==> config.mk <==
export PLATFORM = sky130hd
export DESIGN_NAME = bypass_buff_mp
export DESIGN_NICKNAME = d
export VERILOG_FILES = /design/src/rtl/bypass_buff_mp_pkg.sv /design/src/rtl/bypass_buff_mp_age_sel.sv /design/src/rtl/bypass_buff_mp.sv
export SDC_FILE = /design/constraint.sdc
export NUM_CORES = 2
export LEC_CHECK = 0
export CORE_AREA = 2 2 302 304
export CTS_CLUSTER_DIAMETER = 80
export DETAILED_ROUTE_END_ITERATION = 8
export DIE_AREA = 0 0 304 306
export DONT_BUFFER_PORTS = 1
export PLACE_DENSITY = 0.5
export SLEW_MARGIN = 5
export SYNTH_ARGS = -nofsm -noshare
export SYNTH_HDL_FRONTEND = slang
export SYNTH_SLANG_ARGS = --single-unit
==> constraint.sdc <==
create_clock -name clock -period 50.2 [get_ports clock]
set_clock_uncertainty 0.2 [all_clocks]
set_input_delay 5.02 -clock clock [delete_from_list [all_inputs] [get_ports clock]]
set_output_delay 5.02 -clock clock [all_outputs]
set_load 0.05 [all_outputs]
==> src/rtl/bypass_buff_mp_pkg.sv <==
// Shared types and default sizing for the register-read write-back bypass buffer.
package bypass_buff_mp_pkg;

   localparam int unsigned BYPASS_BUFF_SIZE  = 8;
   localparam int unsigned BYPASS_NUM_SRC    = 3;
   localparam int unsigned BYPASS_WIDTH_IDX  = 8;
   localparam int unsigned BYPASS_WIDTH_DATA = 32;

   typedef logic [BYPASS_WIDTH_IDX-1:0]  bypass_idx_t;
   typedef logic [BYPASS_WIDTH_DATA-1:0] bypass_data_t;

endpackage

==> src/rtl/bypass_buff_mp_age_sel.sv <==
// Picks the lowest free entry and the oldest valid entry (lowest number on an age tie).
module bypass_buff_mp_age_sel
   import bypass_buff_mp_pkg::*;
#(
   parameter int unsigned BUFF_SIZE = BYPASS_BUFF_SIZE,
   parameter int unsigned WIDTH_NUM = $clog2(BYPASS_BUFF_SIZE) + 1
) (
   input  logic [BUFF_SIZE-1:0]           valid,
   input  logic [BUFF_SIZE*WIDTH_NUM-1:0] age,
   output logic [$clog2(BUFF_SIZE)-1:0]   free_ptr,
   output logic [$clog2(BUFF_SIZE)-1:0]   victim_ptr,
   output logic                           any_free
);

   localparam int unsigned WIDTH_PTR = $clog2(BUFF_SIZE);

   logic [WIDTH_NUM-1:0] best_age;
   logic                 found;

   always_comb begin
      free_ptr   = '0;
      victim_ptr = '0;
      any_free   = 1'b0;
      best_age   = '0;
      found      = 1'b0;
      for (int unsigned e = 0; e < BUFF_SIZE; e++) begin
         if (!valid[e] && !any_free) begin
            free_ptr = WIDTH_PTR'(e);
            any_free = 1'b1;
         end
         // strict compare keeps the lowest-numbered entry on a tie
         if (valid[e] && (!found || age[e*WIDTH_NUM +: WIDTH_NUM] > best_age)) begin
            victim_ptr = WIDTH_PTR'(e);
            best_age   = age[e*WIDTH_NUM +: WIDTH_NUM];
            found      = 1'b1;
         end
      end
   end

endmodule

==> src/rtl/bypass_buff_mp.sv <==
// Multi-port write-back bypass buffer: tags recent write-backs by register index and
// overrides stale register-file operands on a match.
module bypass_buff_mp
   import bypass_buff_mp_pkg::*;
#(
   parameter int unsigned BUFF_SIZE  = BYPASS_BUFF_SIZE,
   parameter int unsigned NUM_SRC    = BYPASS_NUM_SRC,
   parameter int unsigned WIDTH_IDX  = BYPASS_WIDTH_IDX,
   parameter int unsigned WIDTH_DATA = BYPASS_WIDTH_DATA,
   parameter int unsigned FWD_WB     = 1
) (
   input  logic                          clock,
   input  logic                          reset,
   input  logic                          I_Stall,
   input  logic                          I_Flush,
   input  logic                          I_WB_Valid,
   input  logic [WIDTH_IDX-1:0]          I_WB_Idx,
   input  logic [WIDTH_DATA-1:0]         I_WB_Data,
   input  logic [NUM_SRC-1:0]            I_Src_Valid,
   input  logic [NUM_SRC*WIDTH_IDX-1:0]  I_Src_Idx,
   input  logic [NUM_SRC-1:0]            I_Src_Last,
   input  logic [NUM_SRC*WIDTH_DATA-1:0] I_Src_Data,
   output logic [NUM_SRC*WIDTH_DATA-1:0] O_Src_Data,
   output logic [NUM_SRC-1:0]            O_Src_Hit,
   output logic                          O_Evict,
   output logic [$clog2(BUFF_SIZE):0]    O_Num,
   output logic                          O_Full,
   output logic                          O_Empty
);

   localparam int unsigned WIDTH_NUM = $clog2(BUFF_SIZE) + 1;
   localparam int unsigned WIDTH_PTR = $clog2(BUFF_SIZE);

   logic [BUFF_SIZE-1:0]  valid_q, valid_d, valid_kept, rel_mask;
   logic [WIDTH_IDX-1:0]  idx_q  [BUFF_SIZE];
   logic [WIDTH_IDX-1:0]  idx_d  [BUFF_SIZE];
   logic [WIDTH_DATA-1:0] data_q [BUFF_SIZE];
   logic [WIDTH_DATA-1:0] data_d [BUFF_SIZE];
   logic [WIDTH_NUM-1:0]  age_q  [BUFF_SIZE];
   logic [WIDTH_NUM-1:0]  age_d  [BUFF_SIZE];
   logic [BUFF_SIZE*WIDTH_NUM-1:0] age_flat;

   logic [WIDTH_IDX-1:0]  src_idx  [NUM_SRC];
   logic [WIDTH_DATA-1:0] buf_data [NUM_SRC];
   logic [NUM_SRC-1:0]    fwd_hit, buf_hit;

   logic                 wb_present, any_free, evict_d;
   logic [WIDTH_PTR-1:0] wb_ptr, free_ptr, victim_ptr, tgt_ptr;
   logic [WIDTH_NUM-1:0] num_d;

   always_comb begin
      O_Src_Data = '0;
      O_Src_Hit  = '0;
      rel_mask   = '0;
      fwd_hit    = '0;
      buf_hit    = '0;
      for (int unsigned k = 0; k < NUM_SRC; k++) begin
         src_idx[k]  = I_Src_Idx[k*WIDTH_IDX +: WIDTH_IDX];
         buf_data[k] = '0;
         fwd_hit[k]  = (FWD_WB != 0) && I_WB_Valid && I_Src_Valid[k] && (src_idx[k] == I_WB_Idx);
         for (int unsigned e = 0; e < BUFF_SIZE; e++) begin
            if (valid_q[e] && (idx_q[e] == src_idx[k])) begin
               buf_hit[k]  = I_Src_Valid[k];
               buf_data[k] = data_q[e];
               // only a genuine buffer hit (not a forwarded one) releases the entry
               if (I_Src_Valid[k] && I_Src_Last[k] && !fwd_hit[k] && !I_Stall)
                  rel_mask[e] = 1'b1;
            end
         end
         if (fwd_hit[k]) begin
            O_Src_Data[k*WIDTH_DATA +: WIDTH_DATA] = I_WB_Data;
            O_Src_Hit[k] = 1'b1;
         end else if (buf_hit[k]) begin
            O_Src_Data[k*WIDTH_DATA +: WIDTH_DATA] = buf_data[k];
            O_Src_Hit[k] = 1'b1;
         end else if (I_Src_Valid[k]) begin
            O_Src_Data[k*WIDTH_DATA +: WIDTH_DATA] = I_Src_Data[k*WIDTH_DATA +: WIDTH_DATA];
         end
      end
   end

   always_comb begin
      wb_present = 1'b0;
      wb_ptr     = '0;
      age_flat   = '0;
      for (int unsigned e = 0; e < BUFF_SIZE; e++) begin
         if (valid_q[e] && (idx_q[e] == I_WB_Idx)) begin
            wb_present = 1'b1;
            wb_ptr     = WIDTH_PTR'(e);
         end
         age_flat[e*WIDTH_NUM +: WIDTH_NUM] = age_q[e];
      end
      valid_kept = valid_q & ~rel_mask;
   end

   bypass_buff_mp_age_sel #(
      .BUFF_SIZE (BUFF_SIZE),
      .WIDTH_NUM (WIDTH_NUM)
   ) u_age_sel (
      .valid      (valid_kept),
      .age        (age_flat),
      .free_ptr   (free_ptr),
      .victim_ptr (victim_ptr),
      .any_free   (any_free)
   );

   always_comb begin
      valid_d = valid_kept;
      idx_d   = idx_q;
      data_d  = data_q;
      age_d   = age_q;
      evict_d = 1'b0;
      tgt_ptr = '0;
      if (I_Flush)
         valid_d = '0;
      if (I_WB_Valid) begin
         // a store re-validates its target, so it wins over a same-cycle release
         if (I_Flush) begin
            tgt_ptr = '0;
         end else if (wb_present) begin
            tgt_ptr = wb_ptr;
         end else begin
            tgt_ptr = any_free ? free_ptr : victim_ptr;
            evict_d = !any_free;
            for (int unsigned e = 0; e < BUFF_SIZE; e++)
               if (valid_d[e] && (WIDTH_PTR'(e) != tgt_ptr) && (age_d[e] != '1))
                  age_d[e] = age_d[e] + WIDTH_NUM'(1);
         end
         valid_d[tgt_ptr] = 1'b1;
         idx_d[tgt_ptr]   = I_WB_Idx;
         data_d[tgt_ptr]  = I_WB_Data;
         age_d[tgt_ptr]   = '0;
      end
      num_d = '0;
      for (int unsigned e = 0; e < BUFF_SIZE; e++)
         num_d = num_d + WIDTH_NUM'(valid_d[e]);
   end

   always_ff @(posedge clock) begin
      if (reset) begin
         valid_q <= '0;
         for (int unsigned e = 0; e < BUFF_SIZE; e++) begin
            idx_q[e]  <= '0;
            data_q[e] <= '0;
            age_q[e]  <= '0;
         end
         O_Num   <= '0;
         O_Full  <= 1'b0;
         O_Empty <= 1'b1;
         O_Evict <= 1'b0;
      end else begin
         valid_q <= valid_d;
         idx_q   <= idx_d;
         data_q  <= data_d;
         age_q   <= age_d;
         O_Num   <= num_d;
         O_Full  <= (num_d == WIDTH_NUM'(BUFF_SIZE));
         O_Empty <= (num_d == '0);
         O_Evict <= evict_d;
      end
   end

endmodule

Word-level counts from Yosys, hierarchy flattened
Cells that the tools add are included.
- flip-flop bits (word level): 367
- output and inout port bits: 106
- logic and storage cells: 409
- magnitude comparators: 11
- equal/unequal tests: 51
- add/sub/neg operators: 15
- bitwise gates (word level): 7
- mux-type cells: 182
- reduce and logical (&&, ||, !) cells: 114
- operator list (kind ; count):
    $mux W32 ; 37
    $eq A8 B8 Y1 ; 35
    $bwmux W256 ; 1
    $mux W1 ; 98
    $demux W32 S3 ; 1
    $logic_and A1 B1 Y1 ; 79
    $bwmux W64 ; 1
    $mux W4 ; 16
    $mux W3 ; 18
    $add A4 B1 Y4 const B ; 8
    $and A32 B32 Y32 ; 1
    $ne A4 B4 Y1 const B ; 8
    $not A32 Y32 ; 1
    $gt A4 B4 Y1 ; 7
    $logic_not A1 Y1 ; 25
    $demux W8 S3 ; 1
    $mux W8 ; 3
    $add A4 B1 Y4 ; 4
    $demux W4 S3 ; 1
    $ne A3 B3 Y1 const A ; 4
    $and A8 B8 Y8 ; 1
    $mux W2 ; 4
    $not A8 Y8 ; 1
    $or A8 B8 Y8 ; 1
    other kinds (17) ; 24

Logic depth before layout (Yosys ltp)
- depth after elaboration: 60
- depth in mapped cells: 85
- gate-level depth less buffers: 79

Modules after synthesis
From an unflattened synthesis, not the netlist that was laid out.
- cells, all modules: 3537
- area total of the unflattened synthesis: 27382.5 sq um
- modules (own cells, without submodules) (module ; cells an instance ; area an instance (sq um) ; seq. area each (sq um) ; times used):
    bypass_buff_mp ; 3345 ; 25839.8 ; 7347.0 ; 1
    bypass_buff_mp_age_sel ; 192 ; 1542.7 ; 0.0 ; 1

Least setup slack after synthesis
No wires, ideal clock.
- kind: input port to flip-flop
- start: in I_Src_Idx[12]
- end: reg O_Empty
- setup slack: 30.703 ns
- data arrival time: 19.181 ns
- stages: 79
- cells stage by stage: buf_2 -> xnor2_1 -> nand4_1 -> or3_1 -> a32oi_1 -> and3_4 -> buf_6 -> nand2_1 -> ha_1 -> o21ai_0 -> a21oi_1 -> nor2_1 -> a41oi_1 -> o21ai_4 -> mux2i_1 -> inv_1 -> ha_1 -> nor2b_1 -> [43 not listed] -> nand4b_1 -> o31a_1 -> nand3_1 -> a31o_1 -> or4b_1 -> buf_2 -> o21ai_0 -> fa_1 -> inv_1 -> fa_1 -> fa_1 -> inv_1 -> ha_1 -> inv_1 -> fa_1 -> xor2_1 -> a31oi_1 -> nor2_1
- elaborated cells on any way between the ends: 159
- those cells by class: 7 x add/sub; 9 x order compare; 9 x eq/ne; 76 x mux; 3 x bitwise; 55 x reduce/logical
- RTL lines (element ; RTL line ; text):
    from (decl) ; bypass_buff_mp.sv:20 ; input logic [NUM_SRC*WIDTH_IDX-1:0] I_Src_Idx,
    $eq A8 B8 Y1 ; bypass_buff_mp.sv:60 ; fwd_hit[k] = (FWD_WB != 0) && I_WB_Valid && I_Src_Valid[k] && (src_idx[k] == I_WB_Idx);
    $logic_and A1 B1 Y1 ; bypass_buff_mp.sv:60 ;
    $logic_not A1 Y1 ; bypass_buff_mp.sv:66 ; if (I_Src_Valid[k] && I_Src_Last[k] && !fwd_hit[k] && !I_Stall)
    $logic_and A1 B1 Y1 (2 in series) ; bypass_buff_mp.sv:66 ;
    $mux W1 ; bypass_buff_mp.sv:66 ;
    $mux W1 ; bypass_buff_mp.sv:62 ; if (valid_q[e] && (idx_q[e] == src_idx[k])) begin
    $mux W1 ; bypass_buff_mp.sv:66 ;
    $mux W1 ; bypass_buff_mp.sv:62 ;
    [37 not listed] ; n/a ;
    $mux W1 (not written as such) ; bypass_buff_mp.sv:129 ; valid_d[tgt_ptr] = 1'b1;
    $demux W1 S3 ; bypass_buff_mp.sv:129 ;
    $or A8 B8 Y8 (no line) ; n/a ;
    $mux W8 * ; bypass_buff_mp.sv:116 ; if (I_WB_Valid) begin
    via valid_d[3] ; bypass_buff_mp.sv:34 ; logic [BUFF_SIZE-1:0] valid_q, valid_d, valid_kept, rel_mask;
    $add A3 B1 Y4 * ; bypass_buff_mp.sv:136 ; num_d = num_d + WIDTH_NUM'(valid_d[e]);
    $add A4 B1 Y4 * (4 in series) ; bypass_buff_mp.sv:136 ;
    $logic_not A4 Y1 * ; bypass_buff_mp.sv:158 ; O_Empty <= (num_d == '0);
    to (signal assigned) ; bypass_buff_mp.sv:158 ;
    to (decl) ; bypass_buff_mp.sv:28 ; output logic O_Empty
Mark *: on every way through the listed nets, which the timed path passes. The rest lies on a longest branch. The select of a mux whose other input is x is not followed.
A chain may end at the register's enable or synchronous reset.

Final worst setup path
- start: in I_WB_Idx[5]
- end: reg O_Empty
- elaborated cells on any way between the ends: 193
- those cells by class: 7 x add/sub; 9 x order compare; 11 x eq/ne; 100 x mux; 3 x bitwise; 63 x reduce/logical
- RTL lines (element ; RTL line ; text):
    from (decl) ; bypass_buff_mp.sv:17 ; input logic [WIDTH_IDX-1:0] I_WB_Idx,
    $eq A8 B8 Y1 ; bypass_buff_mp.sv:60 ;
    $logic_and A1 B1 Y1 ; bypass_buff_mp.sv:60 ;
    $logic_not A1 Y1 ; bypass_buff_mp.sv:66 ;
    $logic_and A1 B1 Y1 (2 in series) ; bypass_buff_mp.sv:66 ;
    $mux W1 ; bypass_buff_mp.sv:66 ;
    $mux W1 ; bypass_buff_mp.sv:62 ;
    $mux W1 ; bypass_buff_mp.sv:66 ;
    $mux W1 ; bypass_buff_mp.sv:62 ;
    [39 not listed] ; n/a ;
    $mux W1 (not written as such) ; bypass_buff_mp.sv:129 ;
    $demux W1 S3 ; bypass_buff_mp.sv:129 ;
    $or A8 B8 Y8 (no line) ; n/a ;
    $mux W8 * ; bypass_buff_mp.sv:116 ;
    via valid_d[3] ; bypass_buff_mp.sv:34 ;
    $add A3 B1 Y4 * ; bypass_buff_mp.sv:136 ;
    $add A4 B1 Y4 * (4 in series) ; bypass_buff_mp.sv:136 ;
    $logic_not A4 Y1 * ; bypass_buff_mp.sv:158 ;
Marked as above.

==> impl_results.md <==
- Cell variety after synth: 91
- Synth top area cells: dfxtp_1 (28%), mux2i_1 (13%), nor2_1 (8.2%)
- Avg Inst Size Synth: 7.869 um^2
- Vias/cell: between 5 and 6
- Max-cap violations: 0
- Highest clock rate: 45.67 MHz
- TritonRoute pass-1 iters: 6
- Worst setup EP type: register
- Synthesized area: roughly 27,000 um^2
- Most used flip-flop cell after synthesis: dfxtp_1
- Number of buffers added for setup after CTS: 0
- GRT Total Usage: 23.63%
- # IOs: 277
- Routed via count: 25,460
- Number of synthesized flops with an enable pin: 0
- CTS root buffer: clkbuf_16
- Core area: around 90,000 um^2
- Critical Path RT: ~50 ns
- Worst path max stage delay: 0.93 ns
- First-pass GRT wire length: around 170,000 um
- Setup violations, final: 0
- Residual DRC count: 0
- Net count, final: between 3,000 and 4,000
- Post-synth top cells: nor2_1 (581), dfxtp_1 (367), mux2i_1 (336)
- DP Area: 26,890 um^2
- Final WS setup: about 28 ns
- Clk sinks: 367
- FF+latch count, synth: 367
- Post-Syn Nets: between 3,000 and 4,000
- Static leakage: roughly 0.010 uW
- CP delay by family, top: compound AO/OA/AOI/OAI gates
- Period utilisation layout: 43.61%
- Ant diodes: 0
- Final Hold Viols: 0
- Peak supply drop: around 0.027 mV
- Register clock-pin slew on the reported worst setup and hold paths: approximately 0.06 ns
- Overall power: 709.9 uW
- CP Class: input port to register
- Setup TNS: 0 ns
- Min Tclk post-route: 21.89 ns
- Buffers added on ports: 0
- Largest net degree at the start of global routing: 363
- Starting density of the core: 29.82%
- Outcome: complete, but fails checks
- Detailed Route Iter0 Violations: ~3,200
- Pre-CTS WS: 27.83 ns
- Die area: approximately 93,000 um^2
- Total CTS buffers: 46
- Max-slew headroom: -4.278%
- Worst-margin pin slew: about 1.6 ns
- Routed wire length: roughly 120,000 um
- Failing checks: slew limit
- CTS tree: built
- Gpl congestion: 0.9576
- Post-cts repair resize count: 0
- Critical path fanouts, max: 68
- Top-count cell post-synth: nor2_1
- Detailed placement HPWL: between 70,000 and 80,000 um
- Layout cells sized above 1: between 7 and 8%
- Area share of the leading cell type in the synthesized netlist: 27.50%
- Row Count: 110
- Max stage delay cell, worst path: or4b_4
- Post-route ant nets: 0
- RSZ-0062 raised after global routing: no
- FFs w/ async S/R, synth: 0%
- Fin area: 28,490 um^2
- Power density over the cells: about 25 nW/um^2
- Hold buffer count at CTS: 0
- Clk_lat worst skew: 0.61 ns
- Post-synthesis cell count: around 3,400
- Vias in the first global route: 23,740
- Fin. max-slew vios: 49
- CP bufs+invs: 7
- Area grow syn2layout: 6.660%
- Sequential fraction of the synthesis area: between 20 and 30%
- DIE WIDTH: 304 um
- Yosys warning total: 0
- H-tree depth: 2
- Critical path launch point type: input port
- Die H: slightly above 300 um
- HP Class: register to register
- Initial antenna violation count: 5
- Clock Path Buffers: 3
- Arrival time worst endpoint: 22.18 ns
- WL/cell: 26.69 um
- Congestion Overflow GR: 0
- Cell taking the most area after synthesis: dfxtp_1
==> state kept, by name, summed over array words and instances (netlist names) <==
register and flops:
data_q 256, idx_q 64, age_flat 32, valid_q 8, O_Num 4, O_Empty 1
O_Evict 1, O_Full 1
==> logic make-up (layout without fill, tap and decap cells) <==
| family | Yosys count | after routing | share of synthesized area, % |
|---|---|---|---|
| AOI/OAI and AO/OA | 856 | 856 | 22.30 |
| adders and majority gates | 43 | 43 | 2.126 |
| DFF | 367 | 367 | 27.50 |
| muxes | 346 | 346 | 13.08 |
| and+or+nand+nor | 1029 | 1029 | 17.32 |
| buffers and inverters | 453 | 195 | 7.803 |
| xor gates and xnor gates | 301 | 301 | 9.868 |
==> final timing paths <==
check,depth (start not counted),to,startpoint,slack (ns)
setup / recovery,77,O_Empty,I_WB_Idx[5],28.31
hold / removal,2,data_q[36],data_q[36],0.34
setup reg to reg,76,O_Empty,idx_q[60],32.89
hold reg to reg,2,data_q[36],data_q[36],0.34
==> placed cells by master (no fill, tap or decap), types with 94 or more instances in the layout <==
cell type and instances:
a221oi_1 115, mux2i_1 336, nor2_1 576, dfxtp_1 367
o21ai_0 144, nand2_1 177, o211ai_1 108, o311ai_0 94
a21oi_1 174, xnor2_1 196, xor2_1 105
==> power by group <==
| part | total (uW) | switching [uW] | internal (uW) |
|---|---|---|---|
| registers | 300 | 5.15 | 295 |
| clock network | 354 | 150 | 204 |
| logic | 56.3 | 36.6 | 19.8 |
==> routing by layer <==
| metal | share of wire, % | vias up | wire [um] | GRT usage [%] |
|---|---|---|---|---|
| li1 | - | 11580 | - | - |
| met1 | 44 | 12390 | 50310 | 32.10 |
| met2 | 43 | 1255 | 49630 | 36.13 |
| met3 | 9.6 | 227 | 11010 | 5.882 |
| met4 | 3.6 | 10 | 4110 | 8.411 |
| met5 | 0.060 | - | 69 | 0 |
==> metrics by stage <==
step	instances	util, %	hold WS, ns
floorplan	3395	-	0.2833
global placement	4227	30.01	0.3194
detailed placement	4227	30.01	0.3296
CTS	4313	31.80	0.3441
global route	4313	31.80	0.3634
finish	4313	31.80	0.3404
==> layout make-up <==
cell class / count / area, um^2
fillers: 9521 / 61100
well taps: 1176 / 1471
clock inverters: 24 / 311.5
inverters: 51 / 191.4
clock buffers: 62 / 1291
multi-input cells: 2575 / 17450
flip-flops and latches: 367 / 7347
repair buffers: 58 / 435.4
==> worst register-to-register path, delay by kind of cell (launching register included) <==
kind,cells,cell delay (ns)
AOI/OAI and AO/OA,27,5.98
xor gates and xnor gates,2,0.31
adders and majority gates,12,3.78
buffers and inverters,6,0.42
DFF,1,0.54
muxes,5,1.44
and+or+nand+nor,24,4.52
No activity file was read; power rests on OpenSTA's default activity.
